File: src/rtl/calc_unit_pkg.sv
// Shared width helpers, constants and the saturating adder for the calc unit.
// The saturating adder is used only when CALC_UNIT_MULTIBIT_SAT_EN is defined.
package calc_unit_pkg;

    localparam int MAX_A_BITS     = 4;
    localparam int SAT_CALC_WIDTH = 64;

    function automatic int cnt_width(input int w);
        return $clog2(w + 1);
    endfunction

    function automatic int term_width(input int w, input int a);
        return cnt_width(w) + a + 1;
    endfunction

    // Clamp a+b to the signed range of a w-bit word; operands arrive sign-extended.
    function automatic logic signed [SAT_CALC_WIDTH-1:0] sat_add(
        input logic signed [SAT_CALC_WIDTH-1:0] a,
        input logic signed [SAT_CALC_WIDTH-1:0] b,
        input int                               w
    );
        logic signed [SAT_CALC_WIDTH:0] sum;
        logic signed [SAT_CALC_WIDTH:0] hi;
        logic signed [SAT_CALC_WIDTH:0] lo;
        sum = (SAT_CALC_WIDTH + 1)'(a) + (SAT_CALC_WIDTH + 1)'(b);
        hi  = ((SAT_CALC_WIDTH + 1)'(1) <<< (w - 1)) - (SAT_CALC_WIDTH + 1)'(1);
        lo  = -((SAT_CALC_WIDTH + 1)'(1) <<< (w - 1));
        if (sum > hi) begin
            return hi[SAT_CALC_WIDTH-1:0];
        end else if (sum < lo) begin
            return lo[SAT_CALC_WIDTH-1:0];
        end
        return sum[SAT_CALC_WIDTH-1:0];
    endfunction

endpackage

File: src/rtl/popcount_param.sv
// Purely combinational population count of a WIDTH-bit word.
module popcount_param #(
    parameter int WIDTH = 32,
    localparam int CW   = $clog2(WIDTH + 1)
) (
    input  logic [WIDTH-1:0] data_i,
    output logic [CW-1:0]    count_o
);

    always_comb begin
        count_o = '0;
        for (int i = 0; i < WIDTH; i++) begin
            count_o = count_o + CW'(data_i[i]);
        end
    end

endmodule

File: src/rtl/calc_unit_multibit.sv
// Multi-bit activation x binary kernel XNOR-popcount dot product, accumulated over beats.
// Optional build macro CALC_UNIT_MULTIBIT_SAT_EN makes the accumulator add saturate.
module calc_unit_multibit
    import calc_unit_pkg::*;
#(
    parameter int WORD_WIDTH = 32,
    parameter int A_BITS     = 2,
    parameter int OUT_WIDTH  = 32
) (
    input  logic                         clk,
    input  logic                         rst,
    input  logic                         in_valid,
    output logic                         in_ready,
    input  logic                         in_first,
    input  logic                         in_last,
    input  logic [A_BITS*WORD_WIDTH-1:0] in_rdata,
    input  logic [WORD_WIDTH-1:0]        kn_rdata,
    output logic                         out_valid,
    input  logic                         out_ready,
    output logic [OUT_WIDTH-1:0]         out_data
);

    localparam int CNT_WIDTH  = cnt_width(WORD_WIDTH);
    localparam int TERM_WIDTH = term_width(WORD_WIDTH, A_BITS);

    logic [A_BITS-1:0][CNT_WIDTH-1:0] pcPlane;
    logic [CNT_WIDTH-1:0]             pcNeg;

    // One popcount per bit-plane match count, plus one for the -1 kernel positions.
    for (genvar b = 0; b < A_BITS; b++) begin : gPlane
        popcount_param #(.WIDTH(WORD_WIDTH)) uPcPlane (
            .data_i  (~(in_rdata[b*WORD_WIDTH +: WORD_WIDTH] ^ kn_rdata)),
            .count_o (pcPlane[b])
        );
    end

    popcount_param #(.WIDTH(WORD_WIDTH)) uPcNeg (
        .data_i  (~kn_rdata),
        .count_o (pcNeg)
    );

    logic                             adv;
    logic [A_BITS-1:0][CNT_WIDTH-1:0] pcPlane_q, pcPlane_d;
    logic [CNT_WIDTH-1:0]             pcNeg_q, pcNeg_d;
    logic                             s1Valid_q, s1Valid_d;
    logic                             s1First_q, s1First_d;
    logic                             s1Last_q, s1Last_d;
    logic signed [TERM_WIDTH-1:0]     termCalc;
    logic signed [TERM_WIDTH-1:0]     term_q, term_d;
    logic                             s2Valid_q, s2Valid_d;
    logic                             s2First_q, s2First_d;
    logic                             s2Last_q, s2Last_d;
    logic signed [OUT_WIDTH-1:0]      termExt;
    logic signed [OUT_WIDTH-1:0]      accSum;
    logic signed [OUT_WIDTH-1:0]      acc_q, acc_d;
    logic                             s3Last_q, s3Last_d;
    logic                             outValid_q, outValid_d;
    logic [OUT_WIDTH-1:0]             outData_q, outData_d;

    assign adv       = ~(outValid_q & ~out_ready);
    assign in_ready  = adv;
    assign out_valid = outValid_q;
    assign out_data  = outData_q;

    // Weight each plane match count by 2^b, then remove (2^A_BITS-1) per -1 kernel bit.
    always_comb begin
        termCalc = '0;
        for (int b = 0; b < A_BITS; b++) begin
            termCalc = termCalc + (TERM_WIDTH'(pcPlane_q[b]) << b);
        end
        termCalc = termCalc - ((TERM_WIDTH'(pcNeg_q) << A_BITS) - TERM_WIDTH'(pcNeg_q));
    end

    assign termExt = OUT_WIDTH'(term_q);

`ifdef CALC_UNIT_MULTIBIT_SAT_EN
    assign accSum = OUT_WIDTH'(sat_add(SAT_CALC_WIDTH'(acc_q), SAT_CALC_WIDTH'(termExt), OUT_WIDTH));
`else
    assign accSum = acc_q + termExt;
`endif

    // The result register sits one edge behind the accumulator, fed by the S3 last tag.
    always_comb begin
        pcPlane_d  = pcPlane_q;
        pcNeg_d    = pcNeg_q;
        s1Valid_d  = s1Valid_q;
        s1First_d  = s1First_q;
        s1Last_d   = s1Last_q;
        term_d     = term_q;
        s2Valid_d  = s2Valid_q;
        s2First_d  = s2First_q;
        s2Last_d   = s2Last_q;
        acc_d      = acc_q;
        s3Last_d   = s3Last_q;
        outValid_d = outValid_q;
        outData_d  = outData_q;
        if (adv) begin
            pcPlane_d  = pcPlane;
            pcNeg_d    = pcNeg;
            s1Valid_d  = in_valid;
            s1First_d  = in_first;
            s1Last_d   = in_last;
            term_d     = termCalc;
            s2Valid_d  = s1Valid_q;
            s2First_d  = s1First_q;
            s2Last_d   = s1Last_q;
            s3Last_d   = s2Valid_q & s2Last_q;
            if (s2Valid_q) begin
                acc_d = s2First_q ? termExt : accSum;
            end
            outValid_d = s3Last_q;
            if (s3Last_q) begin
                outData_d = acc_q;
            end
        end
    end

    always_ff @(posedge clk) begin
        if (rst) begin
            pcPlane_q  <= '0;
            pcNeg_q    <= '0;
            s1Valid_q  <= 1'b0;
            s1First_q  <= 1'b0;
            s1Last_q   <= 1'b0;
            term_q     <= '0;
            s2Valid_q  <= 1'b0;
            s2First_q  <= 1'b0;
            s2Last_q   <= 1'b0;
            acc_q      <= '0;
            s3Last_q   <= 1'b0;
            outValid_q <= 1'b0;
            outData_q  <= '0;
        end else begin
            pcPlane_q  <= pcPlane_d;
            pcNeg_q    <= pcNeg_d;
            s1Valid_q  <= s1Valid_d;
            s1First_q  <= s1First_d;
            s1Last_q   <= s1Last_d;
            term_q     <= term_d;
            s2Valid_q  <= s2Valid_d;
            s2First_q  <= s2First_d;
            s2Last_q   <= s2Last_d;
            acc_q      <= acc_d;
            s3Last_q   <= s3Last_d;
            outValid_q <= outValid_d;
            outData_q  <= outData_d;
        end
    end

endmodule
File: config.mk
export PLATFORM = sky130hd
export DESIGN_NAME = calc_unit_multibit
export DESIGN_NICKNAME = d
export VERILOG_FILES = /design/src/rtl/calc_unit_pkg.sv /design/src/rtl/popcount_param.sv /design/src/rtl/calc_unit_multibit.sv
export SDC_FILE = /design/constraint.sdc
export NUM_CORES = 1
export LEC_CHECK = 0
export BUFFER_PORTS_ARGS = -buffer_cell sky130_fd_sc_hd__buf_2
export CAP_MARGIN = 5
export CORE_ASPECT_RATIO = 0.8
export CORE_MARGIN = 2
export CORE_UTILIZATION = 50
export CTS_CLUSTER_DIAMETER = 40
export CTS_CLUSTER_SIZE = 12
export DETAILED_ROUTE_END_ITERATION = 8
export PLACE_DENSITY = 0.71
export SLEW_MARGIN = 30
export SYNTH_ARGS = -nofsm -noshare
export SYNTH_HDL_FRONTEND = slang
export SYNTH_SLANG_ARGS = --single-unit
File: constraint.sdc
create_clock -name clk -period 5.7 [get_ports clk]
set_input_delay 1.14 -clock clk [delete_from_list [all_inputs] [get_ports clk]]
set_output_delay 1.14 -clock clk [all_outputs]
set_load 0.005 [all_outputs]
**Word-level counts from Yosys, hierarchy flattened**

Cells that the tools add are included.
Widths: inputs -> output; s select.

- Register bits after elaboration: 99
- Input port bits: 102
- Output and inout port bits: 34
- Logic and storage cells: 123

- Add/subtract/negate cells: 97
- Multiplexer cells: 1
- Bitwise logic cells: 9
- Reductions and logical operators: 2

Operators by type and width:

| kind | number |
|---|---|
| $add 6x1->6 | 90 |
| $not 32->32 | 3 |
| $xor 32x32->32 | 2 |
| $add 32x9->32 | 1 |
| $mux 32 | 1 |
| $sub 8x6->9 | 1 |
| $sub 8x9->9 | 1 |
| $add 6x7->8 | 1 |
| $add 1x1->2 | 3 |
| $reduce_and 2->1 | 2 |
| $and 1x1->1 | 2 |
| $not 1->1 | 2 |

**Logic depth before layout (Yosys ltp)**

Gate-level depths: netlist of the first run.

- Depth in word-level cells: 33
- Gate-level depth with buffers: 20
- Gate-level depth less buffers: 20

**Modules after synthesis**

From an unflattened synthesis of the first run, not the netlist that was laid out.

- Cell total of the unflattened synthesis: 1079
- Area, all modules: 8798.4 um2

Modules (own cells, without submodules):

| module | instances | cells an instance | area an instance (um2) | seq. area each (um2) |
|---|---|---|---|---|
| calc_unit_multibit | 1 | 864 | 6538.8 | 1981.9 |
| popcount_param at gPlane[1].uPcPlane ... | 2 | 71 | 750.7 | 0.0 |
| popcount_param at gPlane[0].uPcPlane | 1 | 73 | 758.2 | 0.0 |

**Least setup slack after synthesis of the first run**

Ideal clock, no wire load.

- Path kind: input port to flip-flop
- Start: in kn_rdata[0]
- End: reg pcPlane_q[10] (netlist name)
- Library setup time: 0.070 ns
- Arrival: 6.013 ns
- Required time: 5.630 ns
- Slack: -0.383 ns
- Cell stages on the path: 19
- Buffers on the path: 0
- Cells stage by stage: xnor2_1 -> ha_1 -> inv_1 -> fa_1 -> fa_1 -> fa_1 -> fa_1 -> fa_1 -> inv_1 -> fa_1 -> fa_1 -> inv_1 -> fa_1 -> inv_1 -> a21o_1 -> a21oi_1 -> xnor2_1 -> nand2_1 -> a21oi_1

- Longest elaborated chain between the ends: 33

Ends and longest elaborated chain:

| element | RTL line | source |
|---|---|---|
| start, declared | calc_unit_multibit.sv:17 | `input logic [WORD_WIDTH-1:0] kn_rdata,` |
| $xor 32x32->32 | calc_unit_multibit.sv:32 | `.data_i (~(in_rdata[b*WORD_WIDTH +: WORD_WIDTH] ^ kn_rdata)),` |
| $not 32->32 | calc_unit_multibit.sv:32 |  |
| $add 1x1->2 | popcount_param.sv:13 | `count_o = count_o + CW'(data_i[i]);` |
| $add 6x1->6 (30 in a row) | popcount_param.sv:13 |  |
| end signal, assigned | calc_unit_multibit.sv:134 | `pcPlane_q <= pcPlane_d;` |
| end, declared | calc_unit_multibit.sv:43 | `logic [A_BITS-1:0][CNT_WIDTH-1:0] pcPlane_q, pcPlane_d;` |

Every way passes these cells.
A chain may end at the register's enable or synchronous reset.

**Worst setup path in the final report of the first run**

- Start: in kn_rdata[0]
- End: reg pcPlane_q[4] (netlist name)

Same word-level chain as after synthesis.

==> results of run 1 <==
## layout make-up
cell class,count,share of cell area (%)
clock inverters,7,0.525
inverters,135,5.06
repair buffers,152,8.32
flip-flops and latches,99,19.8
clock buffers,9,2.25
multi-input cells,775,61.2
well taps,225,2.81
## worst min-delay path by stage
stage	start	end	slack, ns
after floorplan	pcPlane_q[6]	pcPlane_q[6]	0.43
after global placement	out_data[19]	out_data[19]	0.44
after detailed placement	out_data[16]	out_data[16]	0.44
after CTS	out_data[16]	out_data[16]	0.45
after global routing	out_data[25]	out_data[25]	0.47
final	out_data[16]	out_data[16]	0.45
## cell families after synthesis
family,Yosys count,share of synthesized area [%]
simple gates,283,14.1
compound gates,241,16.8
buf+inv,175,7.54
fa+ha+maj,150,28.6
xor+xnor,100,10.1
flops,99,22.8
mux,1,0.115
## worst max-delay path, cell delays in order
cell,delay (ns)
buf_8,0.10
xnor2_2,0.12
ha_1,0.29
inv_2,0.04
fa_1,0.46
fa_1,0.58
inv_2,0.05
fa_2,0.46
fa_1,0.60
fa_1,0.44
fa_1,0.47
fa_2,0.38
inv_2,0.07
fa_2,0.19
inv_2,0.04
a21o_1,0.18
a21oi_2,0.13
xnor2_1,0.12
nand2_1,0.08
a21oi_2,0.17
## flip-flops by register name, summed over array words and instances, names as in the netlist
| name | cells |
|---|---|
| s3Last_q | 1 |
| s1First_q | 1 |
| pcPlane_q | 12 |
| term_q | 9 |
| acc_q | 32 |
| s2Valid_q | 1 |
| s2First_q | 1 |
| s2Last_q | 1 |
| out_valid | 1 |
| s1Last_q | 1 |
| pcNeg_q | 6 |
| s1Valid_q | 1 |
| out_data | 32 |
## repair_timing
| item | 4_1_cts | 5_1_grt |
|---|---|---|
| pin swaps | 3 | 8 |
| resized for setup | 2 | 21 |
| endpoints found under the setup margin | 4 | 10 |
| buffers inserted | 0 | 2 |
| hold endpoints to repair | 0 | 0 |
## cell usage after synthesis (3+ instances only)
| cell | n | share of area, % |
|---|---|---|
| ha_1 | 68 | 9.8 |
| inv_1 | 134 | 5.8 |
| o21a_1 | 11 | 0.95 |
| xor2_1 | 58 | 5.8 |
| a21oi_1 | 121 | 7.0 |
| xnor2_1 | 42 | 4.2 |
| a21o_1 | 22 | 1.9 |
| a311oi_1 | 4 | 0.40 |
| o22ai_1 | 4 | 0.29 |
| dfxtp_1 | 99 | 23 |
| nand4_1 | 5 | 0.36 |
| o211ai_1 | 7 | 0.60 |
| a211oi_1 | 13 | 1.1 |
| nor2_1 | 57 | 2.5 |
| and3_1 | 10 | 0.72 |
| nor4_1 | 3 | 0.22 |
| nand3_1 | 7 | 0.40 |
| a31oi_1 | 8 | 0.57 |
| nor3_1 | 22 | 1.3 |
| buf_1 | 7 | 0.30 |
| o21ai_0 | 24 | 1.4 |
| o21ai_1 | 7 | 0.40 |
| nand2_1 | 154 | 6.6 |
| o21bai_1 | 6 | 0.52 |
| clkbuf_1 | 33 | 1.4 |
| fa_1 | 82 | 19 |
| and2_1 | 3 | 0.22 |
| nor2b_1 | 10 | 0.72 |
## per-stage QoR
step,instance area [um2],TNS (ns),power [mW]
2_1_floorplan,8730,0,5.30
3_3_place_gp,9650,-2.70,6.46
3_5_place_dp,9650,-3.95,6.62
4_1_cts,9940,-0.154,7.22
5_1_grt,10000,-0.806,8.31
6_report,10000,-0.167,7.45
## metal layers
layer  vias up  GRT usage [%]
met1      3522           34.5
li1       3688              -
met5         -              0
met3        22           4.23
met2       182           33.4
met4         0           3.59
## power by group through the flow
stage / logic [mW] / registers, mW / clock network [mW]
detailed placement: 5.66 / 0.951 / 0
CTS: 5.69 / 0.938 / 0.593
finish: 5.93 / 0.940 / 0.584
global placement: 5.51 / 0.950 / 0
floorplan: 4.37 / 0.929 / 0
global route: 6.74 / 0.952 / 0.622
==> impl_metrics.csv, run 1 <==
group,metric,value,unit
timing,fmax,172,MHz
global_route,grt.total_usage,22.5,%
global_route,grt_start_max_net_pins,42,
timing,finalSetupViolations,3,
final_layout,final-instance-count-excl-fill,1402,
timing,slew_violations,0,
timing,postLayoutSetupSlackWorst,-0.117,ns
power,leakagePower,4.76,nW
routing,wl_met2,8480,um
synth,syn_nets,1301,
routing,wl_per_cell,14.3,um
floorplan,ios,136,
critical_path,start_kind,"input port",
power,power_frac_comb,79.5,%
clock_tree,clk_pin_slew,0.07,ns
clock_tree,root_buffer,"clkbuf_16",
final_layout,antenna_cells,0,
placed_design,dp.cells,1384,
floorplan,die_x,152,um
synth,netlist_area,0.00871,mm2
clock_tree,clock_latency,0.35,ns
routing,route.detailed.drc,0,
timing,fin_worst_skew,0.00905,ns
placed_design,hpwl,16000,um
routing,vias,7414,
final_layout,final_nets,1424,
critical_path,cp-end-kind,"flop",
routing,wl,20000,um
critical_path,critPathRequiredTime,5.99,ns
clock_tree,cts.htree.levels,3,
timing,worst_hold_slack,0.450,ns
floorplan,dieArea,0.0185,mm2
final_layout,multi_input_area,0.00613,mm2
critical_path,cp-startpoint,"kn_rdata[0]",
placed_design,place.gp.congestion,0.926,
final_layout,utilization,58.2,%
synth,postSynthAreaPerCell,8.30,um2
routing,drtAntennaViolNets,0,
power,peakVddDrop,0.000590,V
power,clockPowerShare,7.8,%
synth,ys_warn_count,0,
placed_design,place_ws,-0.519,ns
clock_tree,cts_tree,"yes",
status,violations,"setup timing",
critical_path,critPathCapture,"pcPlane_q[4]",
global_route,grt_pass1_wl,33500,um
job,max_cap_viol_count,0,
synth,seq_area_frac_synth,22.8,%
power,p_int,4.03,mW
clock_tree,cts_hold_buffers,0,
final_layout,n_fill_cell,1563,
synth,synth-edff-count,0,
routing,drt_iter0_drc,533,
global_route,grt_overflow,0,
critical_path,worstRegToRegCells,13,
routing,highest_layer,"met4",
power,p_switching,3.42,mW
final_layout,final_common_cell,"nand2_1",
routing,first_pass_iters,5,
floorplan,core_region_area,0.0172,mm2
timing,maxSlewHeadroom,50.5,%
min_path,hold_path.class,"reg2reg",
floorplan,start_util,50.6,%
critical_path,ff2ff_setup_slack,2.51,ns
timing,hold_violations,0,
routing,dr_wl_met3,1020,um
timing,rsz0062_at_grt,"true",
clock_tree,clockBufferDepth,2,
placed_design,numPortBuffers,135,
clock_tree,cts_buffers,9,
critical_path,crit_fanout,3,
global_route,grt_antenna_before_repair,0,
min_path,whs_path_depth,2,
synth,synth_ff_type,"dfxtp_1",
timing,finalWorstPathRequiredPeriod,5.82,ns
floorplan,die_y,122,um
floorplan,rows,43,
final_layout,layout-drive-gt1-share,17.2,%
final_layout,seq_area,0.00198,mm2
synth,synthCells,1049,
synth,ys_types,51,
critical_path,timing.rr.end,"term_q[8]",
status,status,"finished, violations left",
global_route,grt_pass1_vias,7048,
clock_tree,clock-sinks,99,
power,pwr-share-seq,12.6,%
timing,post-route-period-util,102,%
critical_path,worstPathArrival,6.10,ns
power,power_switching_share,45.9,%
synth,ys_seq_elements,99,
routing,wl_met1,10300,um
critical_path,r2r-start,"pcPlane_q[2]",
critical_path,crit_type,"in2reg",
synth,synth-async-reset-ratio,0,%
final_layout,final_cell_mix,"153 x nand2_1, 132 x buf_2, 127 x inv_1, 113 x a21oi_1, 99 x dfxtp_1",
timing,tightestPinTransition,0.739,ns
final_layout,syn_to_final_growth,15.0,%
routing,viasPerCell,5.29,
power,power_density,744,mW/mm2
(Power assumes the default switching activity.)
==> run 2: changes to the inputs <==
--- a/config.mk
+++ b/config.mk
@@ -9,11 +9,11 @@
 export CAP_MARGIN = 5
 export CORE_ASPECT_RATIO = 0.8
 export CORE_MARGIN = 2
-export CORE_UTILIZATION = 50
+export CORE_UTILIZATION = 35
 export CTS_CLUSTER_DIAMETER = 40
 export CTS_CLUSTER_SIZE = 12
 export DETAILED_ROUTE_END_ITERATION = 8
-export PLACE_DENSITY = 0.71
+export PLACE_DENSITY = 0.53
 export SLEW_MARGIN = 30
 export SYNTH_ARGS = -nofsm -noshare
 export SYNTH_HDL_FRONTEND = slang
==> run 2 against run 1 <==
Count of clock-buffer cells in the layout stayed put. Critical path depth stayed put. Critical path type unchanged. Design area is 1.9% higher. Register-to-register slack is essentially flat. Sequential share of layout area is 0.36 points lower. Largest power group unchanged. The flow still finishes with violations (setup timing). Core utilization decreased by 16 points. Highest routed layer unchanged.
==> impl_metrics.csv, run 2 (same netlist as run 1, synthesis figures left out) <==
group,metric,value,unit
status,status,"finished, violations left",
status,violations,"setup timing",
clock_tree,cts_buffers,9,
timing,post-route-period-util,101,%
power,leakagePower,4.80,nW
final_layout,syn_to_final_growth,17.2,%
routing,dr_wl_met3,967,um
critical_path,worstPathArrival,6.05,ns
clock_tree,cts.htree.levels,3,
critical_path,crit_type,"in2reg",
floorplan,rows,51,
final_layout,multi_input_area,0.00614,mm2
placed_design,hpwl,17400,um
placed_design,place.gp.congestion,0.842,
critical_path,critPathRequiredTime,5.98,ns
placed_design,place_ws,-0.469,ns
global_route,grt_overflow,0,
routing,drt_iter0_drc,318,
routing,vias,7172,
timing,rsz0062_at_grt,"true",
global_route,grt_pass1_wl,36900,um
clock_tree,clock-sinks,99,
timing,finalSetupViolations,1,
global_route,grt_pass1_vias,7239,
clock_tree,cts_tree,"yes",
final_layout,seq_area,0.00198,mm2
clock_tree,clockBufferDepth,2,
job,max_cap_viol_count,0,
clock_tree,clk_pin_slew,0.07,ns
timing,fmax,173,MHz
global_route,grt_start_max_net_pins,81,
timing,maxSlewHeadroom,39.7,%
power,peakVddDrop,0.000565,V
final_layout,final_cell_mix,"154 x nand2_1, 132 x buf_2, 127 x inv_1, 114 x a21oi_1, 99 x dfxtp_1",
floorplan,ios,136,
clock_tree,clock_latency,0.36,ns
routing,route.detailed.drc,0,
final_layout,final_common_cell,"nand2_1",
timing,postLayoutSetupSlackWorst,-0.0699,ns
final_layout,final_nets,1432,
critical_path,r2r-start,"pcPlane_q[2]",
global_route,grt.total_usage,17.2,%
min_path,min_from,"out_data[22]",
routing,viasPerCell,4.77,
min_path,hold_path.class,"reg2reg",
final_layout,antenna_cells,0,
final_layout,n_fill_cell,2563,
routing,highest_layer,"met4",
floorplan,core_region_area,0.0244,mm2
timing,tightestPinTransition,0.905,ns
clock_tree,root_buffer,"clkbuf_16",
routing,drtAntennaViolNets,0,
power,power_density,736,mW/mm2
floorplan,start_util,35.7,%
timing,finalWorstPathRequiredPeriod,5.77,ns
floorplan,die_x,180,um
routing,wl_per_cell,14.7,um
placed_design,numPortBuffers,135,
routing,wl_met1,11800,um
final_layout,layout-drive-gt1-share,17.9,%
critical_path,cp-end-kind,"flop",
floorplan,die_y,145,um
critical_path,start_kind,"input port",
routing,wl_met2,9170,um
timing,slew_violations,0,
routing,wl,22100,um
routing,first_pass_iters,4,
critical_path,cp-startpoint,"kn_rdata[0]",
timing,fin_worst_skew,0.00720,ns
timing,hold_violations,0,
clock_tree,cts_hold_buffers,0,
floorplan,dieArea,0.0262,mm2
final_layout,utilization,41.9,%
critical_path,crit_fanout,3,
global_route,grt_antenna_before_repair,0,
-- run 2: worst max-delay path: stages --
cell and delay (ns):
buf_8 0.10, xnor2_2 0.12, ha_1 0.30, inv_2 0.06, fa_2 0.46, fa_2 0.59, inv_2 0.04, fa_2 0.54
fa_2 0.45, fa_1 0.51, fa_1 0.43, fa_2 0.37, inv_2 0.06, fa_2 0.19, inv_2 0.04, a21o_1 0.17
a21oi_2 0.12, xnor2_1 0.12, nand2_1 0.07, a21oi_1 0.15
-- run 2: area by class of cell --
| class | instances | share of cell area [%] |
|---|---|---|
| sequential | 99 | 19.4 |
| multi-input combinational | 775 | 60.2 |
| inverter | 135 | 4.97 |
| timing repair buffer | 160 | 8.68 |
| tap | 318 | 3.90 |
| clock inverter | 7 | 0.662 |
| clock buffer | 9 | 2.21 |
-- run 2: layer usage --
layer,GRT usage [%],up-vias
met5,0,-
met1,26.5,3343
met4,2.78,0
met2,25.5,110
li1,-,3708
met3,2.94,11
-- run 2: final timing paths --
path / end / slack (ns) / cells past startpoint
hold reg to reg: out_data[22] / 0.45 / 2
hold / removal: out_data[22] / 0.45 / 2
setup reg to reg: term_q[8] / 2.52 / 13
setup / recovery: pcPlane_q[4] / -0.07 / 20
-- run 2: power by group --
group	total (mW)	switching (mW)	internal, mW
Sequential	0.923	0.0827	0.840
Clock	0.621	0.282	0.340
Combinational	5.97	3.02	2.94
-- run 2: timing repair --
| item | in CTS | in global routing |
|---|---|---|
| gates resized for setup | 1 | 23 |
| pin swaps | 3 | 14 |
| setup buffers | 0 | 1 |
| endpoints found under the setup margin | 3 | 12 |
-- run 2: stage by stage --
| step | hold WS, ns | cell area [um2] | total power [mW] | TNS [ns] | cells |
|---|---|---|---|---|---|
| after detailed placement | 0.444 | 9840 | 6.75 | -4.00 | 1486 |
| after CTS | 0.453 | 10100 | 7.40 | -0.0792 | 1502 |
| final | 0.451 | 10200 | 7.51 | -0.0699 | 1503 |
| after global placement | 0.439 | 9840 | 6.65 | -3.19 | 1486 |
| after floorplan | 0.432 | 8730 | 5.30 | 0 | 1049 |
| after global routing | 0.471 | 10200 | 8.51 | -0.787 | 1503 |
==> run 3: changes to the inputs <==
--- a/config.mk
+++ b/config.mk
@@ -10,6 +10,7 @@
 export CORE_ASPECT_RATIO = 0.8
 export CORE_MARGIN = 2
 export CORE_UTILIZATION = 35
+export CTS_BUF_LIST = sky130_fd_sc_hd__clkbuf_8
 export CTS_CLUSTER_DIAMETER = 40
 export CTS_CLUSTER_SIZE = 12
 export DETAILED_ROUTE_END_ITERATION = 8
==> run 3 against run 2 <==
The flow still finishes with violations (setup timing). Via count is essentially flat. Final cell count hardly changed. Total power decreased by 2.8%. Clock power shrank 25%. Routed wire length fell by 1.1%. Core utilization down 0.44 points.
==> impl_metrics.csv, run 3 (same netlist as run 1, synthesis figures left out) <==
group,metric,value,unit
global_route,grt_pass1_wl,36900,um
critical_path,timing.rr.end,"term_q[8]",
power,p_switching,3.34,mW
placed_design,numPortBuffers,135,
critical_path,slowest_delay,0.56,ns
clock_tree,clockBufferDepth,2,
timing,maxSlewHeadroom,40.0,%
timing,hold_violations,0,
timing,fmax,175,MHz
timing,finalWorstPathRequiredPeriod,5.73,ns
global_route,busiest_layer,"met1",
clock_tree,cts_hold_buffers,0,
timing,rsz0062_at_grt,"true",
routing,wl_per_cell,14.6,um
floorplan,die_x,180,um
routing,first_pass_iters,5,
critical_path,r2r-start,"pcPlane_q[2]",
global_route,grt_start_max_net_pins,81,
routing,route.detailed.drc,0,
status,status,"finished, violations left",
floorplan,rows,51,
routing,wl,21900,um
final_layout,layout-drive-gt1-share,17.7,%
clock_tree,cts_buffers,9,
global_route,gr-usage-met3,2.79,%
power,power_frac_comb,81.0,%
critical_path,crit_type,"in2reg",
critical_path,crit_fanout,3,
final_layout,syn_to_final_growth,15.9,%
global_route,grt_use_met1,26.2,%
critical_path,critPathMostFrequentCell,"fa_2",
critical_path,critical_path.cell_chain,"buf_8 > xnor2_2 > ha_1 > inv_2 > fa_2 > fa_1 > inv_1 > fa_2 > fa_2 > fa_1 > fa_1 > fa_2 > inv_2 > fa_2 > inv_2 > a21o_1 > a21oi_2 > xnor2_1 > nand2_1 > a21oi_1",
floorplan,start_util,35.7,%
clock_tree,clock-sinks,99,
global_route,grt_overflow,0,
clock_tree,clk_pin_slew,0.10,ns
global_route,grt_pass1_vias,7260,
placed_design,hpwl,17400,um
min_path,min_to,"out_data[22]",
global_route,grt.total_usage,17.2,%
final_layout,final_cell_mix,"154 x nand2_1, 132 x buf_2, 127 x inv_1, 114 x a21oi_1, 99 x dfxtp_1",
power,pwr-share-seq,12.6,%
placed_design,place.gp.congestion,0.842,
power,power_density,723,mW/mm2
timing,fin_worst_skew,0.0124,ns
final_layout,stdcell_area,0.0101,mm2
critical_path,start_kind,"input port",
clock_tree,cts.htree.levels,3,
job,max_cap_viol_count,0,
timing,tightestPinTransition,0.899,ns
placed_design,place_ws,-0.469,ns
power,power_switching_share,45.7,%
routing,drtAntennaViolNets,0,
critical_path,slowest_stage,"fa_1",
power,leakagePower,4.75,nW
placed_design,dpl_cell_area,0.00984,mm2
final_layout,n_fill_cell,2581,
clock_tree,root_buffer,"clkbuf_8",
floorplan,die_y,145,um
min_path,min_from,"out_data[22]",
clock_tree,clock_latency,0.39,ns
power,p_int,3.96,mW
critical_path,critPathRequiredTime,6.01,ns
final_layout,antenna_cells,0,
critical_path,worstRegToRegCells,13,
timing,slew_violations,0,
clock_tree,cts_tree,"yes",
min_path,whs_path_depth,2,
routing,viasPerCell,4.78,
final_layout,final_common_cell,"nand2_1",
routing,drt_iter0_drc,275,
critical_path,ff2ff_setup_slack,2.52,ns
timing,finalSetupViolations,1,
floorplan,dieArea,0.0262,mm2
floorplan,ios,136,
global_route,grt_antenna_before_repair,0,
min_path,hold_path.class,"reg2reg",
clock_tree,cts_setup_buffers,0,
timing,postLayoutSetupSlackWorst,-0.0294,ns
critical_path,cp-end-kind,"flop",
routing,vias,7177,
status,violations,"setup timing",
power,clockPowerShare,6.3,%
critical_path,worstPathArrival,6.04,ns
timing,post-route-period-util,101,%
global_route,grt_use_met2,25.8,%
final_layout,final_nets,1431,
floorplan,core_region_area,0.0244,mm2
power,peakVddDrop,0.000565,V
run 3: cell count changes in the layout (fill, tap and decap cells not counted):
cell,change
buf_4,-1
clkbuf_16,-9
clkbuf_8,+9
fa_1,+1
fa_2,-1
ha_1,-1
ha_4,+1
xnor2_1,+1
xnor2_2,-1
run 3: per-stage QoR:
step           instances  setup TNS, ns  power (mW)  util, %  hold WS, ns
2_1_floorplan       1049              0        5.30        -        0.432
3_3_place_gp        1486          -3.19        6.65     40.4        0.439
3_5_place_dp        1486          -4.00        6.75     40.4        0.444
4_1_cts             1502        -0.0337        7.25     41.2        0.457
5_1_grt             1502         -0.616        8.31     41.4        0.476
6_report            1502        -0.0294        7.30     41.4        0.455
run 3: how the worst max path moves through the flow:
stage / from / endpoint / slack (ns)
finish: kn_rdata[0] / pcPlane_q[4] / -0.03
global route: in_rdata[32] / pcPlane_q[10] / -0.24
CTS: kn_rdata[0] / pcPlane_q[4] / -0.03
detailed placement: kn_rdata[0] / pcPlane_q[4] / -0.47
global placement: kn_rdata[0] / pcPlane_q[5] / -0.36
floorplan: in_rdata[0] / pcPlane_q[4] / 0.01
run 3: final cells by class:
class / count / area, um2 / share of cell area [%]
clock buffer: 9 / 124 / 1.23
tap: 318 / 398 / 3.94
timing repair buffer: 159 / 878 / 8.70
clock inverter: 7 / 67.6 / 0.669
multi-input combinational: 775 / 6140 / 60.8
sequential: 99 / 1980 / 19.6
inverter: 135 / 507 / 5.02
run 3: critical path, delay by kind of cell:
| kind | cells | cell delay (ns) |
|---|---|---|
| AO/OA/AOI/OAI | 3 | 0.44 |
| buffers and inverters | 5 | 0.32 |
| AND/OR/NAND/NOR | 1 | 0.07 |
| adder cells (fa/ha/maj) | 9 | 3.82 |
| XOR/XNOR | 2 | 0.24 |
run 3: metal layers:
metal | routed length, um | part of all wire [%] | vias up
met5 | 0 | 0 | -
met4 | 141 | 0.64 | 0
met3 | 733 | 3.4 | 10
met2 | 9080 | 42 | 109
met1 | 11900 | 54 | 3354
li1 | - | - | 3704
run 3: repair_timing:
item	CTS	global route
resized for setup	1	22
setup endpoints to repair	2	10
cloned	0	0
pin swaps	1	22
run 3: power groups by stage:
stage                     registers [mW]  clock network [mW]  logic (mW)
final                              0.923               0.463        5.92
after detailed placement           0.938                   0        5.81
after global routing               0.938               0.506        6.86
after global placement             0.940                   0        5.71
after CTS                          0.923               0.489        5.83
after floorplan                    0.929                   0        4.37
